===== config.mk =====
export PLATFORM = sky130hd
export DESIGN_NAME = pad_frame_writer_flat
export DESIGN_NICKNAME = d
export VERILOG_FILES = /design/src/rtl/img_pkg.sv /design/src/rtl/pad_frame_writer_if.sv /design/src/rtl/pad_raster_cnt.sv /design/src/rtl/pad_frame_writer.sv /design/src/flat_wrapper.sv
export SDC_FILE = /design/constraint.sdc
export NUM_CORES = 1
export LEC_CHECK = 0
export CAP_MARGIN = 20
export CORE_UTILIZATION = 35
export CTS_CLUSTER_DIAMETER = 120
export DETAILED_ROUTE_END_ITERATION = 16
export DONT_BUFFER_PORTS = 1
export MAX_ROUTING_LAYER = met4
export PLACE_DENSITY = 0.45
export RECOVER_POWER = 100
export SYNTH_ARGS = -nofsm -noshare
export SYNTH_HDL_FRONTEND = slang
export SYNTH_HIERARCHICAL = 1
export SYNTH_SLANG_ARGS = --single-unit

===== constraint.sdc =====
create_clock -name clk -period 8.1 [get_ports clk]
set_clock_uncertainty 0.15 [all_clocks]
set_input_delay 1.62 -clock clk [delete_from_list [all_inputs] [get_ports clk]]
set_output_delay 1.62 -clock clk [all_outputs]
set_load 0.02 [all_outputs]

===== src/rtl/img_pkg.sv =====
// Shared image geometry, pixel/coordinate types and scan state encoding
// for the padded-frame writer.
package img_pkg;

  localparam int unsigned IMG_W = 64;
  localparam int unsigned IMG_H = 64;
  localparam int unsigned PAD   = 1;
  localparam int unsigned PIX_W = 8;
  localparam int unsigned CW    = 7;

  // Padded frame dimensions
  localparam int unsigned W2 = IMG_W + 2 * PAD;
  localparam int unsigned H2 = IMG_H + 2 * PAD;

  typedef logic [CW-1:0]    coord_t;
  typedef logic [PIX_W-1:0] pixel_t;

  typedef enum logic {
    IDLE = 1'b0,
    SCAN = 1'b1
  } state_t;

endpackage


===== src/rtl/pad_frame_writer_if.sv =====
// Control, pixel stream and buffer write port of the padded-frame writer.
interface pad_frame_writer_if;
  import img_pkg::*;

  logic   start;
  logic   abort;
  logic   s_valid;
  pixel_t s_pixel;
  logic   s_ready;
  logic   mem_we;
  coord_t mem_row;
  coord_t mem_col;
  pixel_t mem_wdata;
  logic   busy;
  logic   frame_done;

  modport slave (
    input  start, abort, s_valid, s_pixel,
    output s_ready, mem_we, mem_row, mem_col, mem_wdata, busy, frame_done
  );

  modport master (
    output start, abort, s_valid, s_pixel,
    input  s_ready, mem_we, mem_row, mem_col, mem_wdata, busy, frame_done
  );

endinterface


===== src/rtl/pad_raster_cnt.sv =====
// Row/column raster counter over the padded frame; flags interior cells
// and the final cell of the frame.
module pad_raster_cnt
  import img_pkg::*;
(
  input  logic   clk,
  input  logic   rst_n,
  input  logic   i_en,
  input  logic   i_clr,
  output coord_t o_row,
  output coord_t o_col,
  output logic   o_is_interior,
  output logic   o_is_last
);

  coord_t r_row;
  coord_t r_col;

  // Clear wins over advance; column wraps into the next row
  always_ff @(posedge clk or negedge rst_n) begin
    if (!rst_n) begin
      r_row <= '0;
      r_col <= '0;
    end else if (i_clr) begin
      r_row <= '0;
      r_col <= '0;
    end else if (i_en) begin
      if (r_col == CW'(W2 - 1)) begin
        r_col <= '0;
        r_row <= (r_row == CW'(H2 - 1)) ? '0 : r_row + CW'(1);
      end else begin
        r_col <= r_col + CW'(1);
      end
    end
  end

  assign o_row         = r_row;
  assign o_col         = r_col;
  assign o_is_interior = (r_row >= CW'(PAD)) && (r_row < CW'(PAD + IMG_H)) &&
                         (r_col >= CW'(PAD)) && (r_col < CW'(PAD + IMG_W));
  assign o_is_last     = (r_row == CW'(H2 - 1)) && (r_col == CW'(W2 - 1));

endmodule


===== src/rtl/pad_frame_writer.sv =====
// Writes a zero-padded frame into the window buffer: stream pixels into the
// interior, zeros into the border, one registered write per visited cell.
module pad_frame_writer
  import img_pkg::*;
(
  input  logic              clk,
  input  logic              rst_n,
  pad_frame_writer_if.slave bus
);

  state_t r_state;
  coord_t w_row;
  coord_t w_col;
  logic   w_interior;
  logic   w_last;
  logic   w_scan;
  logic   w_visit;
  logic   w_clr;

  assign w_scan  = (r_state == SCAN);
  // Border cells always advance; interior cells wait for a valid pixel
  assign w_visit = w_scan && !bus.abort && (!w_interior || bus.s_valid);
  assign w_clr   = bus.abort || ((r_state == IDLE) && bus.start);

  assign bus.s_ready = w_scan && w_interior;
  assign bus.busy    = w_scan;

  pad_raster_cnt u_cnt (
    .clk           (clk),
    .rst_n         (rst_n),
    .i_en          (w_visit),
    .i_clr         (w_clr),
    .o_row         (w_row),
    .o_col         (w_col),
    .o_is_interior (w_interior),
    .o_is_last     (w_last)
  );

  always_ff @(posedge clk or negedge rst_n) begin
    if (!rst_n) begin
      r_state        <= IDLE;
      bus.mem_we     <= 1'b0;
      bus.mem_row    <= '0;
      bus.mem_col    <= '0;
      bus.mem_wdata  <= '0;
      bus.frame_done <= 1'b0;
    end else begin
      bus.mem_we     <= w_visit;
      bus.frame_done <= w_visit && w_last;
      if (w_visit) begin
        bus.mem_row   <= w_row;
        bus.mem_col   <= w_col;
        bus.mem_wdata <= w_interior ? bus.s_pixel : '0;
      end
      // abort outranks both start and end-of-frame
      if (bus.abort) begin
        r_state <= IDLE;
      end else if ((r_state == IDLE) && bus.start) begin
        r_state <= SCAN;
      end else if (w_visit && w_last) begin
        r_state <= IDLE;
      end
    end
  end

endmodule


===== src/flat_wrapper.sv =====
// flat-port wrapper written by rule: the top's interface ports become plain ports
module pad_frame_writer_flat import img_pkg::*;
  (clk, rst_n, bus_start, bus_abort, bus_s_valid, bus_s_pixel, bus_s_ready, bus_mem_we, bus_mem_row, bus_mem_col, bus_mem_wdata, bus_busy, bus_frame_done);
  pad_frame_writer_if bus_i ();
  input  logic clk;
  input  logic rst_n;
  input wire logic [$bits(bus_i.start)-1:0] bus_start;
  input wire logic [$bits(bus_i.abort)-1:0] bus_abort;
  input wire logic [$bits(bus_i.s_valid)-1:0] bus_s_valid;
  input wire logic [$bits(bus_i.s_pixel)-1:0] bus_s_pixel;
  output wire logic [$bits(bus_i.s_ready)-1:0] bus_s_ready;
  output wire logic [$bits(bus_i.mem_we)-1:0] bus_mem_we;
  output wire logic [$bits(bus_i.mem_row)-1:0] bus_mem_row;
  output wire logic [$bits(bus_i.mem_col)-1:0] bus_mem_col;
  output wire logic [$bits(bus_i.mem_wdata)-1:0] bus_mem_wdata;
  output wire logic [$bits(bus_i.busy)-1:0] bus_busy;
  output wire logic [$bits(bus_i.frame_done)-1:0] bus_frame_done;
  assign bus_i.start = bus_start;
  assign bus_i.abort = bus_abort;
  assign bus_i.s_valid = bus_s_valid;
  assign bus_i.s_pixel = bus_s_pixel;
  assign bus_s_ready = bus_i.s_ready;
  assign bus_mem_we = bus_i.mem_we;
  assign bus_mem_row = bus_i.mem_row;
  assign bus_mem_col = bus_i.mem_col;
  assign bus_mem_wdata = bus_i.mem_wdata;
  assign bus_busy = bus_i.busy;
  assign bus_frame_done = bus_i.frame_done;
  pad_frame_writer u_core (.clk(clk), .rst_n(rst_n), .bus(bus_i));
endmodule

==> summary.md, run 1 <==
| Metric | Value |
|---|---|
| Synth top area share | `0.509` |
| Asr flop ratio synth | `1.00` |
| Post-synthesis sequential area ratio | `0.509` |
| RSZ-0062 raised after global routing | `no` |
| Setup TNS | `0 ps` |
| CP arrival | `4400 ps` |
| Worst-path fanout max | `26` |
| Initial antenna violation count | `0` |
| Grt total ovfl | `0` |
| Fillers | `522` |
| Max cap viols | `1` |
| Status | `complete, but fails checks` |
| Syn Inst Count | `166` |
| Required time at the worst-slack endpoint | `8130 ps` |
| Layout cells sized above 1 | `0.155` |
| Worst-path clk slew | `70 ps` |
| Worst-Margin Slew | `1810 ps` |
| Clock latency on the worst-skew pair | `280 ps` |
| Yosys warning count | `6` |
| IO Port Bufs | `0` |
| Post-Syn Area | `0.00192 mm²` |
| CTS tree | `yes` |
| GPL Wtd Cong | `0.785` |
| Vias in the first global route | `1170` |
| Core Rows | `26` |
| Post-layout min period | `4370 ps` |
| DRC | `0` |
| Die Width | `76.0 µm` |
| Setup CP Type | `reg2reg` |
| Clock power share | `0.373` |
| Fin nets | `184` |
| Maximum vdd drop | `0.0780 mV` |
| Routed WL | `3650 µm` |
| Final setup fails | `0` |
| Area Growth Syn to Fin | `3.33%` |
| PD cells | `192 mW/mm²` |
| Switch share | `0.237` |
| Die ar. | `0.00578 mm²` |
| Number of diodes | `0` |
| Switching pwr | `90.0 µW` |
| Die Y | `76.0 µm` |
| Highest clock rate | `0.229 GHz` |
| Worst reg2reg path depth | `10` |
| Root Buffer | `clkbuf_8` |
| Setup bufs post-CTS | `0` |
| Failing checks | `capacitance limit, slew limit` |
| Post-CTS resize count | `0` |
| Clk buf depth | `2` |
| Starting Density | `0.369` |
| Worst rel slew slack | `-0.212` |
| DRT iter0 DRCs | `51` |
| Initial DRT Pass Iterations | `4` |
| Fin. Hold Viols | `0` |
| CP Launch Type | `flip-flop` |
| Leak | `0.000900 µW` |
| Period utilization | `0.539` |
| Top_reg_cell synth | `dfrtp_1` |
| Count leader, synth | `dfrtp_1` |
| HP Class | `reg2reg` |
| CTS sink cnt | `39` |
| Reg area | `976 µm²` |
| Tot GR Track Use | `0.138` |
| EDFF count, synth | `0` |
| HPWL after detailed placement | `2580 µm` |
| Vias | `1244` |
| Yosys top cell by area | `dfrtp_1` |
| Core area | `0.00520 mm²` |
| WL/cell | `15.3 µm` |
| Via-to-Cell Ratio | `5.23` |
| TritonCTS Buffers | `5` |
| IO Count | `39` |
| Post-CTS Hold Buffers | `0` |
| Max Slew Vio Count | `27` |
| Setup crit end kind | `flip-flop` |
| Multi-input logic area | `803 µm²` |
| Flop pwr share | `0.557` |
| Syn Nets | `183` |
| Yosys cell types | `39` |
| First-pass GRT wire length | `6070 µm` |
| #FFs+latches synth | `39` |
| Syn_area_per_cell | `11.6 µm²` |
| Total Power | `380 µW` |
| Gate power share | `0.070` |
| Internal power | `290 µW` |
| Largest net degree at the start of global routing | `40` |
| Commonest cells post-synth | `dfrtp_1, o21ai_0, nor2_1` |
| H-tree lvl count | `2` |
| Main area contributors after synthesis | `dfrtp_1, mux2_4, o21ai_0` |
| Hold-critical path depth | `1` |
| Antenna-violating nets left | `0` |
==> layer usage <==
metal / vias up / part of all wire / track usage
met1: 604 / 0.47 / 0.174
li1: 597 / - / -
met5: - / 0 / -
met4: 0 / 0.015 / 0.0519
met3: 6 / 0.071 / 0.0575
met2: 37 / 0.44 / 0.197
==> cell families (layout without fill, tap and decap cells) <==
family | after synthesis | in the layout | share of synthesized area
xor gates and xnor gates | 3 | 3 | 0.0137
AOI/OAI and AO/OA | 44 | 44 | 0.149
buffers and inverters | 10 | 12 | 0.0424
and+or+nand+nor | 50 | 50 | 0.151
muxes | 16 | 16 | 0.109
DFF | 39 | 39 | 0.509
adders and majority gates | 4 | 4 | 0.0261
==> state kept, by name, indices dropped and copies added (netlist names) <==
name,flops
u_core/bus.mem_wdata,8
u_core/bus.mem_col,7
u_core/bus.mem_row,7
u_core/u_cnt/o_col,7
u_core/u_cnt/o_row,7
u_core/bus.busy,1
u_core/bus.frame_done,1
u_core/bus.mem_we,1
==> power by group through the flow <==
stage	Sequential [µW]	Combinational (µW)	Clock (µW)
after floorplan	214	27.7	0
after global placement	216	28.5	0
after detailed placement	216	29.4	0
after CTS	212	29.4	147
after global routing	212	29.5	158
final	212	26.6	142
==> cell usage in the layout (no fill, tap or decap), types with 2 or more instances in the layout <==
cell / count
mux2_2: 13
nand3_1: 3
and3_1: 4
nor2_1: 13
nand2b_1: 4
xor2_1: 3
o21ai_2: 2
a311oi_1: 2
o2111ai_1: 2
clkbuf_1: 2
ha_1: 4
nand2_1: 10
o21ai_1: 2
inv_1: 3
dfrtp_1: 39
clkbuf_8: 7
o22ai_1: 2
a21oi_1: 5
o21ai_0: 19
mux2_1: 2
nand3b_1: 3
a22o_1: 5
nor2b_1: 6
==> worst paths after layout <==
kind	slack, ps	end	from
max	3730	u_core/u_cnt/o_row[3]	u_core/u_cnt/o_row[3]
min	430	u_core/u_cnt/o_row[5]	u_core/u_cnt/o_row[5]
max reg2reg	3730	u_core/u_cnt/o_row[3]	u_core/u_cnt/o_row[3]
min reg2reg	430	u_core/u_cnt/o_row[5]	u_core/u_cnt/o_row[5]
max in group asynchronous	6850	u_core/u_cnt/o_col[0]	rst_n
min in group asynchronous	870	u_core/bus.mem_row[6]	rst_n
==> through the flow <==
| step | worst slack [ps] | utilization | std cells | area [µm²] | hold WS [ps] |
|---|---|---|---|---|---|
| global route | 3350 | 0.381 | 238 | 1980 | 457 |
| detailed placement | 3920 | 0.372 | 229 | 1940 | 425 |
| global placement | 4020 | 0.372 | 229 | 1940 | 429 |
| CTS | 3610 | 0.391 | 237 | 2040 | 442 |
| finish | 3730 | 0.381 | 238 | 1980 | 433 |
| floorplan | 4780 | - | 166 | 1920 | 381 |
==> cell type report <==
class	instances	area share
clock buffer	8	0.0505
timing repair buffer	1	0.00189
inverter	3	0.00568
sequential	39	0.492
multi-input combinational	117	0.405
tap	70	0.0442
==> worst max-delay path, cell delays in order, from the launching register on <==
cell and delay, ps:
dfrtp_1 430, nor2_1 230, nand3_1 110, mux2_2 250, a311oi_1 40, clkbuf_1 250
nor2b_1 300, nor2_1 1380, a41o_1 670, o21ai_0 170, a22o_1 250
(Power assumes the default switching activity.)
==> inputs of run 2 (changes only) <==
- clock period: 8.1 -> 4.25 ns (I/O delays scaled with it)
==> run 2 against run 1 <==
Against the previous run: the flow now finishes without violations; hold slack worse by 330 ps; clock power up 58%; global-route usage up 0.47 points; register-to-register slack worse by 2800 ps; combinational power up 87%; cell area down 0.19%.
==> summary.md, run 2 (synthesis gave the netlist of run 1 again) <==
| Metric | Value |
|---|---|
| Status | `completed` |
| Worst-Margin Slew | `438 ps` |
| Post-CTS Hold Buffers | `0` |
| Worst-path fanout max | `26` |
| Routed WL | `3630 µm` |
| IO Count | `39` |
| CP Launch Type | `flip-flop` |
| WL/cell | `15.4 µm` |
| CTS tree | `yes` |
| Max reg flops | `8` |
| Core Rows | `26` |
| PD cells | `343 mW/mm²` |
| Flop pwr share | `0.595` |
| Grt total ovfl | `0` |
| Gate power share | `0.073` |
| Layout cells sized above 1 | `0.120` |
| Top reg by flops | `u_core/bus.mem_wdata` |
| Final instance area | `0.00198 mm²` |
| Starting Density | `0.369` |
| Post-layout min period | `3350 ps` |
| Worst-path clk slew | `70 ps` |
| Largest net degree at the start of global routing | `40` |
| Die Width | `76.0 µm` |
| Internal power | `513 µW` |
| Fin nets | `184` |
| First-pass GRT wire length | `6200 µm` |
| Max Slew Vio Count | `0` |
| Switch share | `0.243` |
| Setup TNS | `0 ps` |
| Antenna-violating nets left | `0` |
| HP Class | `in2async` |
| Switching pwr | `165 µW` |
| Final worst slack | `897 ps` |
| Fillers | `536` |
| Worst rel slew slack | `0.708` |
| Root Buffer | `clkbuf_8` |
| Die Y | `76.0 µm` |
| Final setup fails | `0` |
| H-tree lvl count | `2` |
| HPWL after detailed placement | `2550 µm` |
| Fin Hold WS | `105 ps` |
| Commonest non-fill, non-tap cell in the layout | `dfrtp_1` |
| DRC | `0` |
| TritonCTS Buffers | `5` |
| Area Growth Syn to Fin | `3.13%` |
| Non-Filler Instances | `236` |
| Fin. Hold Viols | `0` |
| Area after DPL | `0.00194 mm²` |
| Vias in the first global route | `1204` |
| Maximum vdd drop | `0.0986 mV` |
| Clock power share | `0.331` |
| Placed cell count | `230` |
| Required time at the worst-slack endpoint | `4270 ps` |
| Post-CTS resize count | `0` |
| CTS sink cnt | `39` |
| Core area | `0.00520 mm²` |
| IO Port Bufs | `0` |
| GPL Wtd Cong | `0.805` |
| Period utilization | `0.789` |
| Leak | `0.000896 µW` |
| Setup crit end kind | `flip-flop` |
| Vias | `1235` |
| DRT iter0 DRCs | `41` |
| Tot GR Track Use | `0.143` |
| Highest clock rate | `0.298 GHz` |
| RSZ-0062 raised after global routing | `no` |
| Die ar. | `0.00578 mm²` |
| Flop-to-flop setup slack | `900 ps` |
| Max cap viols | `0` |
| Via-to-Cell Ratio | `5.23` |
| Setup CP Type | `reg2reg` |
| Setup bufs post-CTS | `0` |
| Number of diodes | `0` |
| Placement Setup Slack | `1170 ps` |
| CP arrival | `3380 ps` |
| Clock latency on the worst-skew pair | `280 ps` |
| Clk buf depth | `2` |
| Most frequent cells in the layout | `dfrtp_1, o21ai_0, nor2_1` |
| Initial DRT Pass Iterations | `4` |
| Initial antenna violation count | `0` |
[run 2: cell types whose count changed in the layout (fill, tap and decap cells not counted), sizes merged]
cell,previous run,this run
clkbuf,9,7
[run 2: cell type report]
cell class / count / area [µm²] / share of cell area
flip-flops and latches: 39 / 976 / 0.493
multi-input cells: 117 / 827 / 0.418
well taps: 70 / 87.6 / 0.0443
clock buffers: 6 / 72.6 / 0.0367
inverters: 3 / 11.3 / 0.00569
repair buffers: 1 / 3.75 / 0.00190
[run 2: metrics by stage]
step / util / total power, µW
3_5_place_dp: 0.373 / 466
2_1_floorplan: - / 460
5_1_grt: 0.380 / 718
3_3_place_gp: 0.373 / 465
6_report: 0.380 / 678
4_1_cts: 0.387 / 697
[run 2: worst max-delay path, cell delays in order, from the launching register on]
cell      delay (ps)
dfrtp_1          440
nor2_1           230
nand3_1          110
mux2_2           280
a311oi_1         210
clkbuf_1         370
nor2b_4          390
nor2_8           150
a41o_1           390
and2b_1          290
a22o_1           220
[run 2: routing by layer]
metal	part of all wire	GRT usage
met1	0.47	0.173
met2	0.45	0.212
met3	0.071	0.0563
met4	0.0085	0.0596
met5	0	-
[run 2: final timing paths]
path | startpoint | to | cells after the start
min reg2reg | u_core/u_cnt/o_row[5] | u_core/bus.mem_row[5] | 1
max reg2reg | u_core/u_cnt/o_row[2] | u_core/u_cnt/o_row[3] | 10
max in group asynchronous | rst_n | u_core/u_cnt/o_col[0] | 0
min in group clk | u_core/u_cnt/o_row[5] | u_core/bus.mem_row[5] | 1
max | u_core/u_cnt/o_row[2] | u_core/u_cnt/o_row[3] | 10
min | rst_n | u_core/bus.mem_row[2] | 0
[run 2: power by group through the flow]
stage	combinational (µW)	clock [µW]	sequential [µW]
floorplan	52.8	0	407
global placement	55.0	0	410
detailed placement	55.2	0	411
CTS	55.5	237	404
global route	56.1	257	405
finish	49.8	224	403
